--- src/rtl/clock_ctrl_pkg.sv ---
// clock_ctrl_pkg: state encoding, field widths and limits shared by the time-set controller.
package clock_ctrl_pkg;
    typedef enum logic [1:0] {RUN = 2'd0, SET_HR = 2'd1, SET_MIN = 2'd2, COMMIT = 2'd3} state_t;
    localparam int HOUR_W = 5;
    localparam int MIN_W  = 6;
    localparam int SEC_W  = 6;
    localparam logic [HOUR_W-1:0] MAX_HOURS   = 5'd23;
    localparam logic [MIN_W-1:0]  MAX_MINUTES = 6'd59;
endpackage

--- src/rtl/btn_repeat.sv ---
// btn_repeat: rising-edge detect plus hold auto-repeat, one-cycle evt per increment.
module btn_repeat #(
    parameter int REPEAT_DLY  = 8,
    parameter int REPEAT_RATE = 4
) (
    input  logic clk,
    input  logic reset,
    input  logic btn,
    input  logic clr,
    output logic evt
);
    localparam int MX = (REPEAT_DLY > REPEAT_RATE) ? REPEAT_DLY : REPEAT_RATE;
    localparam int CW = $clog2(MX + 1);
    logic          prev;
    logic [CW-1:0] cnt;
    logic          rise, rep;
    // cnt holds cycles remaining until the next repeat tick; 0 means idle until a fresh edge
    assign rise = btn & ~prev;
    assign rep  = btn & prev & (cnt == CW'(1));
    assign evt  = rise | rep;
    always_ff @(posedge clk or posedge reset) begin
        if (reset) begin
            prev <= 1'b0;
            cnt  <= '0;
        end else begin
            prev <= btn;
            cnt  <= (clr || !btn) ? '0 :
                    rise          ? CW'(REPEAT_DLY) :
                    rep           ? CW'(REPEAT_RATE) :
                    (cnt == '0)   ? '0 : cnt - 1'b1;
        end
    end
endmodule

--- src/rtl/clock_set_ctrl.sv ---
// clock_set_ctrl: run/set sequencer with shadow hour/minute editing and a one-cycle load.
module clock_set_ctrl import clock_ctrl_pkg::*; #(
    parameter int REPEAT_DLY  = 8,
    parameter int REPEAT_RATE = 4,
    parameter int BLINK_DIV   = 2
) (
    input  logic              clk,
    input  logic              reset,
    input  logic              btn_mode,
    input  logic              btn_inc,
    input  logic [HOUR_W-1:0] cur_hours,
    input  logic [MIN_W-1:0]  cur_minutes,
    output logic              run_en,
    output logic              load,
    output logic [HOUR_W-1:0] set_hours,
    output logic [MIN_W-1:0]  set_minutes,
    output logic [SEC_W-1:0]  set_seconds,
    output logic [1:0]        mode,
    output logic              blink
);
    localparam int BW = $clog2(BLINK_DIV + 1);
    state_t        state;
    logic          mode_prev, mode_evt, inc_evt, inc, adv, bwrap;
    logic [BW-1:0] bcnt;
    assign mode_evt    = btn_mode & ~mode_prev;
    assign adv         = mode_evt | (state == COMMIT);
    assign inc         = inc_evt & ~mode_evt;
    assign bwrap       = bcnt == BW'(BLINK_DIV - 1);
    assign mode        = state;
    assign set_seconds = '0;
    btn_repeat #(.REPEAT_DLY(REPEAT_DLY), .REPEAT_RATE(REPEAT_RATE)) u_inc (
        .clk(clk), .reset(reset), .btn(btn_inc), .clr(adv), .evt(inc_evt)
    );
    // states are numbered in visiting order, so advancing is +1 with COMMIT wrapping to RUN
    always_ff @(posedge clk or posedge reset) begin
        if (reset) begin
            state       <= RUN;
            mode_prev   <= 1'b0;
            set_hours   <= '0;
            set_minutes <= '0;
            run_en      <= 1'b1;
            load        <= 1'b0;
            blink       <= 1'b0;
            bcnt        <= '0;
        end else begin
            mode_prev <= btn_mode;
            if (adv) begin
                state  <= state_t'(state + 2'd1);
                run_en <= state == COMMIT;
                load   <= state == SET_MIN;
                blink  <= 1'b0;
                bcnt   <= '0;
                if (state == RUN) begin
                    set_hours   <= (cur_hours > MAX_HOURS) ? '0 : cur_hours;
                    set_minutes <= (cur_minutes > MAX_MINUTES) ? '0 : cur_minutes;
                end
            end else if (state == SET_HR || state == SET_MIN) begin
                bcnt  <= bwrap ? '0 : bcnt + 1'b1;
                blink <= bwrap ? ~blink : blink;
                if (inc && state == SET_HR)
                    set_hours <= (set_hours == MAX_HOURS) ? '0 : set_hours + 1'b1;
                if (inc && state == SET_MIN)
                    set_minutes <= (set_minutes == MAX_MINUTES) ? '0 : set_minutes + 1'b1;
            end
        end
    end
endmodule

--- config.mk ---
export PLATFORM = sky130hd
export DESIGN_NAME = clock_set_ctrl
export DESIGN_NICKNAME = d
export VERILOG_FILES = /design/src/rtl/clock_ctrl_pkg.sv /design/src/rtl/btn_repeat.sv /design/src/rtl/clock_set_ctrl.sv
export SDC_FILE = /design/constraint.sdc
export NUM_CORES = 1
export LEC_CHECK = 0
export CAP_MARGIN = 20
export CORE_MARGIN = 10
export CORE_UTILIZATION = 42
export CTS_CLUSTER_DIAMETER = 80
export CTS_CLUSTER_SIZE = 16
export DETAILED_ROUTE_END_ITERATION = 10
export GPL_ROUTABILITY_DRIVEN = 0
export PLACE_DENSITY = 0.7
export SYNTH_ARGS = -nofsm -noshare
export SYNTH_HDL_FRONTEND = slang
export SYNTH_SLANG_ARGS = --single-unit
--- constraint.sdc ---
create_clock -name clk -period 2.8 [get_ports clk]
set_clock_uncertainty 0.2 [all_clocks]
set_input_delay 0.56 -clock clk [delete_from_list [all_inputs] [get_ports clk]]
set_output_delay 0.56 -clock clk [all_outputs]
set_load 0.01 [all_outputs]
==> results of run 1 <==
[worst reg2reg max path, stage by stage (launching register included)]
cell and delay [ns]:
dfrtp_1 0.46, inv_1 0.10, ha_1 0.40, nand3_1 0.18, a2111oi_4 0.45, a21oi_2 0.12
mux2_4 0.32
[report_power, final]
part           internal [mW]  switching (mW)  leakage, nW
Combinational          0.500           0.457        0.499
Clock                 0.0558           0.105       0.0150
Sequential             0.465           0.138        0.296
Total                   1.02           0.700        0.810
[stage by stage]
step | setup WS [ns] | power, mW
after global routing | 0.3503 | 1.858
after CTS | 0.4920 | 1.731
after detailed placement | 0.2508 | 1.566
after floorplan | 0.5944 | 1.171
final | 0.4804 | 1.721
after global placement | 0.3185 | 1.538
[routing by layer]
metal  track usage (%)  up-vias  part of all wire [%]
li1                  -      625                     -
met1             14.20      651                    43
met2             19.49       42                    49
met3             3.716       12                   6.4
met4             4.301        0                   2.4
met5                 0        -                     0
[worst min-delay path by stage]
stage | end | from
final | run_en$_DFFE_PP1N_ | run_en$_DFFE_PP1N_
after global routing | run_en$_DFFE_PP1N_ | run_en$_DFFE_PP1N_
after CTS | run_en$_DFFE_PP1N_ | run_en$_DFFE_PP1N_
after detailed placement | run_en$_DFFE_PP1N_ | run_en$_DFFE_PP1N_
after global placement | load$_DFFE_PP0N_ | load$_DFFE_PP0N_
after floorplan | run_en$_DFFE_PP1N_ | run_en$_DFFE_PP1N_
[final cells by class]
cell class	instances	share of cell area, %
timing repair buffer	36	18.60
multi-input combinational	114	42.86
sequential	24	32.41
clock buffer	4	1.415
tap	46	3.100
inverter	8	1.617
[cells by family (layout without fill, tap and decap cells)]
| logic type | count (synthesis) | count (layout) | share of synthesized area, % |
|---|---|---|---|
| flip-flops | 24 | 24 | 41.08 |
| multiplexers | 5 | 5 | 4.782 |
| adder cells (fa/ha/maj) | 6 | 6 | 5.124 |
| AO/OA/AOI/OAI | 36 | 36 | 19.22 |
| other | 1 | 6 | 0.2559 |
| buffers and inverters | 17 | 48 | 5.892 |
| XOR/XNOR | 2 | 2 | 1.196 |
| AND/OR/NAND/NOR | 59 | 59 | 22.46 |
[state kept, by name (all words and copies together), names as in the netlist]
register and count:
u_inc.prev 1, mode 2, bcnt 2, mode_prev 1, run_en 1, load 1
set_minutes 6, blink 1, set_hours 5, u_inc.cnt 4
[placed cells by master (no fill, tap or decap), drive strengths merged, types with 3 or more instances in the layout]
cell           netlist  final
nand2               16     16
inv                  8      8
conb                 1      6
mux2                 4      4
clkbuf               3      4
o21ai                5      5
nand3               10     10
buf                  6      6
nor3                 6      6
nor2                 4      4
a21oi                9      9
clkdlybuf4s50        0     30
and3                 3      3
nand2b               3      3
dfrtp               23     23
ha                   6      6
==> impl_results.md, run 1 <==
- Detailed-route via count: 1330
- Fillers: between 300 and 400
- DRT Pass-1 Iters: 4
- #FFs+latches synth: 24
- DIE WIDTH: between 70 and 80 um
- Final Hold Viols: 0
- Inserted Clock Buffers: 3
- Critical path destination: set_hours[1]$_DFFE_PP0P_
- CTS root buf: clkbuf_4
- Seq/Total Area, Yosys: around 41%
- CTS Hold Bufs: 0
- CTS tree: yes
- Largest net degree at the start of global routing: 25
- CP Launch Point: mode[0]$_DFFE_PP0N_
- CTS Sinks: 24
- Area grow syn2layout: 26.73%
- Worst reg-to-reg setup slack: roughly 0.48 ns
- Setup crit end kind: register
- Leak: ~0.8 nW
- Antenna cells: 0
- First-pass GRT wire length: 6.258 mm
- Remaining DRCs: 0
- Crit-path cells: inv_1 > ha_1 > nand3_1 > a2111oi_4 > a21oi_2 > mux2_4
- CTS clk-pin slew, worst paths: 0.13 ns
- Top cells by area, synth: dfrtp_1 39%, ha_1 5.1%, mux2_4 4.1%
- Final wirelength: about 3.7 mm
- Hold path depth: 2
- Util after Layout: 55.21%
- Postcts setup bufs: 0
- Post-synth ARST share: 100.0%
- Core area: 3363 um2
- Wire per inst: 15.90 um
- Hold crit path type: reg2reg
- Congestion Overflow GR: 0
- Initial antenna violation count: 0
- Worst-Skew Late Latency: 0.32 ns
- Cells after synthesis: 150
- Final hold slack: about 0.28 ns
- I/O Pins: 37
- Worst path bufs/invs: 1
- Crit path max-delay cell type: dfrtp_1
- Post-CTS Resized: 0
- Vias in the first global route: 1383
- Crit Reg-Reg Endpoint: set_hours[1]$_DFFE_PP0P_
- GR Util All Layers: 11.86%
- Yosys cell types: 50
- Synth area leader: dfrtp_1
- Worst path top cell family by delay: compound AO/OA/AOI/OAI gates
- Most used DFF post-synth: dfrtp_1
- Die area: 6251 um2
- Crit path launch type: register
- Top-area cell type share of the netlist area: 39.28%
- Starting density of the core: 43.56%
- Final nets: 208
- Antenna Nets Post-Route: 0
- Pwr dens: 927.1 nW/um2
- Cell Area, Synth: 1465 um2
- Rows: 21
- Reg2Reg Depth: 6
- Longest Clk Path Bufs: 2
- Register Area: 601.8 um2
- Htree depth: 1
- Total negative slack: 0 ns
- Final Max Tran Viols: 0
- Critical path depth in cells: 6
- Max cap viols: 0
- Status: finished clean
- WP data required: 2.81 ns
- Cell with the most instances after synthesis: dfrtp_1
- IO buf count: 30
- Worst Path Max Fanout: 6
- Maximum clock frequency: 431.1 MHz
- VDD IR max: around 0.46 mV
- Slowest cell delay on critical path: 0.46 ns
- DPL Wire Length: 2.895 mm
- Area of the multi-input gates: between 700 and 800 um2
- Dpl cells: between 200 and 250
- Setup Viol. Count Final: 0
- Design Area, Final: 1857 um2
- Layout cell share with drive strength beyond 1: 11.29%
- Post-Layout Cell Count: 232
- Reg-to-Reg Start: mode[0]$_DFFE_PP0N_
- First-iteration detailed-routing DRC count: 65
- Dpl cell area: 1831 um2
- Syn. warnings: 0
- Final Cycle Share: between 80 and 90%
- Vias per cell: 5.733
- Post-synth top cells: 23 x dfrtp_1, 16 x nand2_1, 10 x nand3_1
- Post-layout min period: around 2.3 ns
- Syn Area/Cell: around 9.8 um2
- WP data arrival: 2.33 ns
- Number of synthesized flops with an enable pin: 0
- RSZ-0062 raised after global routing: false
- Crit path kind: reg2reg
- Die height: 79.07 um
Power figures use the tool's default switching activity.
==> run 2, diff against run 1 <==
clock period = 2.25 ns   (was 2.8 ns; I/O delays follow)
==> impl_results.md, run 2 (same netlist as run 1, synthesis figures left out) <==
- Design Power: 2.223 mW (was 1.721 mW)
- Inserted Clock Buffers: 3 (unchanged)
- CTS tree: yes (unchanged)
- Commonest cells after routing, fill and taps aside: 30 x clkdlybuf4s50_1, 22 x dfrtp_1, 16 x nand2_1, 16 x buf_4, 10 x nand3_1 (was 30 x clkdlybuf4s50_1, 23 x dfrtp_1, 16 x nand2_1)
- Rows: 21 (unchanged)
- DIE WIDTH: 79.07 um (unchanged)
- CTS Hold Bufs: 0 (unchanged)
- Final wirelength: 3.861 mm (was 3.688 mm)
- DPL Wire Length: 3.095 mm (was 2.895 mm)
- CTS Sinks: 24 (unchanged)
- Pwr dens: 1150 nW/um2 (was 927.1 nW/um2)
- CTS root buf: clkbuf_4 (unchanged)
- Dpl cells: 238 (was 228)
- Worst Path Max Fanout: 6 (unchanged)
- Setup slack after layout: 0.06410 ns (was 0.4804 ns)
- Worst-Margin Slew: 0.5337 ns
- RSZ-0062 raised after global routing: false (unchanged)
- Post-layout min period: 2.186 ns (was 2.320 ns)
- Final nets: 218 (was 208)
- Core area: 3363 um2 (unchanged)
- WP data arrival: 2.21 ns (was 2.33 ns)
- First-pass GRT wire length: 6.727 mm (was 6.258 mm)
- Setup Viol. Count Final: 0 (unchanged)
- Largest register FFs: 6 (unchanged)
- VDD IR max: 0.4743 mV (was 0.4563 mV)
- Wire per inst: 15.95 um (was 15.90 um)
- Worst-Skew Late Latency: 0.32 ns (about the same)
- Leak: 0.8583 nW (was 0.8101 nW)
- Status: finished clean (unchanged)
- Vias per cell: 5.479 (was 5.733)
- I/O Pins: 37 (unchanged)
- IO buf count: 30 (unchanged)
- Die area: 6251 um2 (unchanged)
- Crit path launch type: register (unchanged)
- Remaining DRCs: 0 (unchanged)
- Final Hold Viols: 0 (unchanged)
- Maximum clock frequency: 457.5 MHz (was 431.1 MHz)
- Die height: 79.07 um (unchanged)
- Post-Layout Cell Count: 242 (was 232)
- Vias in the first global route: 1407 (was 1383)
- First-iteration detailed-routing DRC count: 117 (was 65)
- Dpl cell area: 1906 um2 (was 1831 um2)
- CTS clk-pin slew, worst paths: 0.13 ns (about the same)
- Layout cell share with drive strength beyond 1: 16.33% (was 11.29%)
- Congestion Overflow GR: 0 (unchanged)
- Longest Clk Path Bufs: 2 (unchanged)
- GR Util All Layers: 13.03% (was 11.86%)
- Final Cycle Share: 97.15% (was 82.84%)
- Total negative slack: 0 ns (unchanged)
- Crit path kind: reg2reg (unchanged)
- Largest net degree at the start of global routing: 25 (unchanged)
- Pre-CTS WS: -0.1696 ns (was 0.2508 ns)
- Biggest regs: set_minutes (6), set_hours (5), u_inc.cnt (4) (unchanged)
- DRT Pass-1 Iters: 4 (unchanged)
- Initial antenna violation count: 0 (unchanged)
- Htree depth: 1 (unchanged)
- Max cap viols: 0 (unchanged)
- Setup crit end kind: register (unchanged)
- Antenna Nets Post-Route: 0 (unchanged)
- Fillers: 331 (was 338)
- Area grow syn2layout: 31.94% (was 26.73%)
- Final Max Tran Viols: 0 (unchanged)
- Detailed-route via count: 1326 (was 1330)
- Antenna cells: 0 (unchanged)
- Hold crit path type: in2async (was reg2reg)
- Design Area, Final: 1933 um2 (was 1857 um2)
- Slew margin rel.: 64.35%
- Commonest non-fill, non-tap cell in the layout: clkdlybuf4s50_1 (unchanged)
- Largest reg by FF count: set_minutes (unchanged)
- Starting density of the core: 43.56% (unchanged)
- WP data required: 2.27 ns (was 2.81 ns)
-- run 2: path summary, 6_finish.rpt --
check | startpoint | to | slack, ns | cells past startpoint
min reg2reg | run_en$_DFFE_PP1N_ | run_en$_DFFE_PP1N_ | 0.27 | 2
min | reset | bcnt[1]$_DFFE_PP0P_ | 0.26 | 3
min in group clk | run_en$_DFFE_PP1N_ | run_en$_DFFE_PP1N_ | 0.27 | 2
max | u_inc.cnt[2]$_DFF_PP0_ | set_minutes[4]$_DFFE_PP0P_ | 0.06 | 4
max reg2reg | u_inc.cnt[2]$_DFF_PP0_ | set_minutes[4]$_DFFE_PP0P_ | 0.06 | 4
max in group asynchronous | reset | run_en$_DFFE_PP1N_ | 1.29 | 3
-- run 2: routing by layer --
layer	wire (um)	track usage, %	vias to the layer above
li1	-	-	646
met1	1641	15.46	634
met2	1882	21.70	39
met3	275	4.054	7
met4	61	4.480	0
met5	0	0	-
-- run 2: layout make-up --
class / instances / area, um2 / share of cell area, %
Multi-Input combinational cell: 114 / 795.8 / 41.17
Sequential cell: 24 / 603.1 / 31.20
Timing Repair Buffer: 46 / 420.4 / 21.75
Inverter: 8 / 30.03 / 1.553
Tap cell: 46 / 57.56 / 2.977
Clock buffer: 4 / 26.28 / 1.359
-- run 2: per-stage QoR --
| stage | util [%] | hold WS, ns |
|---|---|---|
| after CTS | 57.44 | 0.2754 |
| after global placement | 56.66 | 0.2509 |
| after floorplan | - | 0.2639 |
| after global routing | 57.48 | 0.2898 |
| final | 57.48 | 0.2643 |
| after detailed placement | 56.66 | 0.2573 |
-- run 2: where the power goes --
group          switching, mW  total (mW)  internal [mW]
sequential             0.173       0.753          0.580
combinational          0.592        1.27          0.681
clock                  0.127       0.197         0.0694
-- run 2: repair_timing --
| item | CTS | global route |
|---|---|---|
| buffers inserted | 0 | 0 |
| endpoints found under the setup margin | 0 | 5 |
| gates resized for setup | 0 | 1 |
-- run 2: critical path, stage by stage (launching register included) --
cell	delay (ns)
dfrtp_1	0.45
or4b_4	0.57
and2_4	0.20
o31a_4	0.36
mux2_4	0.30
==> run 3, diff against run 2 <==
REMOVE_ABC_BUFFERS = 1   (was unset)
==> impl_results.md, run 3 (same netlist as run 1, synthesis figures left out) <==
- Post-layout min period: 2.168 ns (was 2.186 ns)
- Fillers: 327 (was 331)
- Design Power: 2.246 mW (was 2.223 mW)
- Worst Path Max Fanout: 6 (unchanged)
- Dpl cell area: 1898 um2 (was 1906 um2)
- Max cap viols: 0 (unchanged)
- Design Area, Final: 1936 um2 (was 1933 um2)
- Final Max Tran Viols: 0 (unchanged)
- Slew margin rel.: 61.09% (was 64.35%)
- CTS tree: yes (unchanged)
- First-iteration detailed-routing DRC count: 55 (was 117)
- Detailed-route via count: 1356 (was 1326)
- Vias per cell: 5.627 (was 5.479)
- Setup Viol. Count Final: 0 (unchanged)
- DPL Wire Length: 3.055 mm (was 3.095 mm)
- Leak: 0.8594 nW (was 0.8583 nW)
- GR Util All Layers: 12.45% (was 13.03%)
- Layout cell share with drive strength beyond 1: 16.41% (was 16.33%)
- Final Cycle Share: 96.36% (was 97.15%)
- Rows: 21 (unchanged)
- Worst-Margin Slew: 0.5825 ns (was 0.5337 ns)
- IO buf count: 30 (unchanged)
- Crit path max-delay cell type: or4b_4 (unchanged)
- Largest net degree at the start of global routing: 25 (unchanged)
- Core area: 3363 um2 (unchanged)
- WP data required: 2.27 ns (about the same)
- Wire per inst: 16.29 um (was 15.95 um)
- First-pass GRT wire length: 6.479 mm (was 6.727 mm)
- Dpl cells: 237 (was 238)
- Starting density of the core: 43.56% (unchanged)
- Register Area: 603.1 um2 (unchanged)
- Hold crit path type: in2async (unchanged)
- Most Crowded Layer GR: met2 (unchanged)
- Initial antenna violation count: 0 (unchanged)
- Congestion Overflow GR: 0 (unchanged)
- Postcts setup bufs: 0 (unchanged)
- RSZ-0062 raised after global routing: false (unchanged)
- Die height: 79.07 um (unchanged)
- CTS clk-pin slew, worst paths: 0.14 ns (was 0.13 ns)
- Htree depth: 1 (unchanged)
- Final Hold Viols: 0 (unchanged)
- CTS root buf: clkbuf_4 (unchanged)
- Status: finished clean (unchanged)
- Inserted Clock Buffers: 3 (unchanged)
- Crit Reg-Reg Endpoint: set_minutes[4]$_DFFE_PP0P_ (unchanged)
- Vias in the first global route: 1371 (was 1407)
- Largest register FFs: 6 (unchanged)
- Commonest non-fill, non-tap cell in the layout: clkdlybuf4s50_1 (unchanged)
- Longest Clk Path Bufs: 2 (unchanged)
- Maximum clock frequency: 461.3 MHz (was 457.5 MHz)
- Antenna cells: 0 (unchanged)
- Crit path kind: reg2reg (unchanged)
- Die area: 6251 um2 (unchanged)
- Met1 Use GR: 15.23% (was 15.46%)
- Total negative slack: 0 ns (unchanged)
- Final hold slack: 0.2722 ns (was 0.2643 ns)
- DRT Pass-1 Iters: 4 (unchanged)
- WP data arrival: 2.19 ns (was 2.21 ns)
- Area grow syn2layout: 32.11% (was 31.94%)
- Worst-Skew Late Latency: 0.32 ns (about the same)
- I/O Pins: 37 (unchanged)
- Final wirelength: 3.927 mm (was 3.861 mm)
- Slowest cell delay on critical path: 0.57 ns (about the same)
- Antenna Nets Post-Route: 0 (unchanged)
- Remaining DRCs: 0 (unchanged)
- DIE WIDTH: 79.07 um (unchanged)
- Biggest regs: set_minutes (6), set_hours (5), u_inc.cnt (4) (unchanged)
- Commonest cells after routing, fill and taps aside: 30 x clkdlybuf4s50_1, 22 x dfrtp_1, 16 x nand2_1 (was 30 x clkdlybuf4s50_1, 22 x dfrtp_1, 16 x nand2_1, 16 x buf_4, 10 x nand3_1)
- Post-CTS Resized: 0 (unchanged)
- Met2 GRT Util: 19.90% (was 21.70%)
- Crit path launch type: register (unchanged)
- Largest reg by FF count: set_minutes (unchanged)
- Worst reg-to-reg setup slack: 0.08 ns (was 0.06 ns)
- Reg2Reg Depth: 4 (unchanged)
- CTS Hold Bufs: 0 (unchanged)
- VDD IR max: 0.5219 mV (was 0.4743 mV)
- Area of the multi-input gates: 795.8 um2 (unchanged)
- Reg-to-Reg Start: u_inc.cnt[2]$_DFF_PP0_ (unchanged)
- Final nets: 217 (was 218)
- Crit-path cells: or4b_4 > and2_4 > o31a_4 > mux2_4 (unchanged)
- CTS Sinks: 24 (unchanged)
- Pwr dens: 1161 nW/um2 (was 1150 nW/um2)
- Setup crit end kind: register (unchanged)
- Grt met3 use: 3.716% (was 4.054%)
- Post-Layout Cell Count: 241 (was 242)
-- run 3: worst max path at each step --
stage	start	to	slack, ns
CTS	u_inc.cnt[2]$_DFF_PP0_	set_minutes[4]$_DFFE_PP0P_	0.08
global route	u_inc.cnt[2]$_DFF_PP0_	set_minutes[1]$_DFFE_PP0P_	0.05
detailed placement	btn_mode	set_minutes[4]$_DFFE_PP0P_	-0.16
finish	u_inc.cnt[2]$_DFF_PP0_	set_minutes[4]$_DFFE_PP0P_	0.08
floorplan	mode[0]$_DFFE_PP0N_	set_minutes[1]$_DFFE_PP0P_	0.03
global placement	btn_mode	set_minutes[1]$_DFFE_PP0P_	-0.09
-- run 3: layout make-up --
| class | count | area share (%) |
|---|---|---|
| sequential | 24 | 31.16 |
| tap | 46 | 2.973 |
| multi-input combinational | 114 | 41.11 |
| clock buffer | 4 | 1.875 |
| timing repair buffer | 45 | 21.33 |
| inverter | 8 | 1.551 |
-- run 3: per-stage QoR --
step / utilization (%) / setup slack [ns]
floorplan: - / 0.02559
global placement: 56.44 / -0.08606
detailed placement: 56.44 / -0.1645
CTS: 57.51 / 0.08267
global route: 57.55 / 0.04812
finish: 57.55 / 0.08199
-- run 3: where the power goes --
| part | switching [mW] | internal (mW) |
|---|---|---|
| sequential | 0.175 | 0.580 |
| clock | 0.131 | 0.0989 |
| combinational | 0.589 | 0.673 |
-- run 3: critical path: cells and delay by family, from the launching register on --
kind            cells  cell delay [ns]
compound gates      1             0.36
mux                 1             0.30
flops               1             0.44
simple gates        2             0.78
-- run 3: metal layers --
metal | vias up | routed length [um]
li1 | 644 | -
met1 | 653 | 1719
met2 | 49 | 1844
met3 | 10 | 265
met4 | 0 | 97
met5 | - | 0
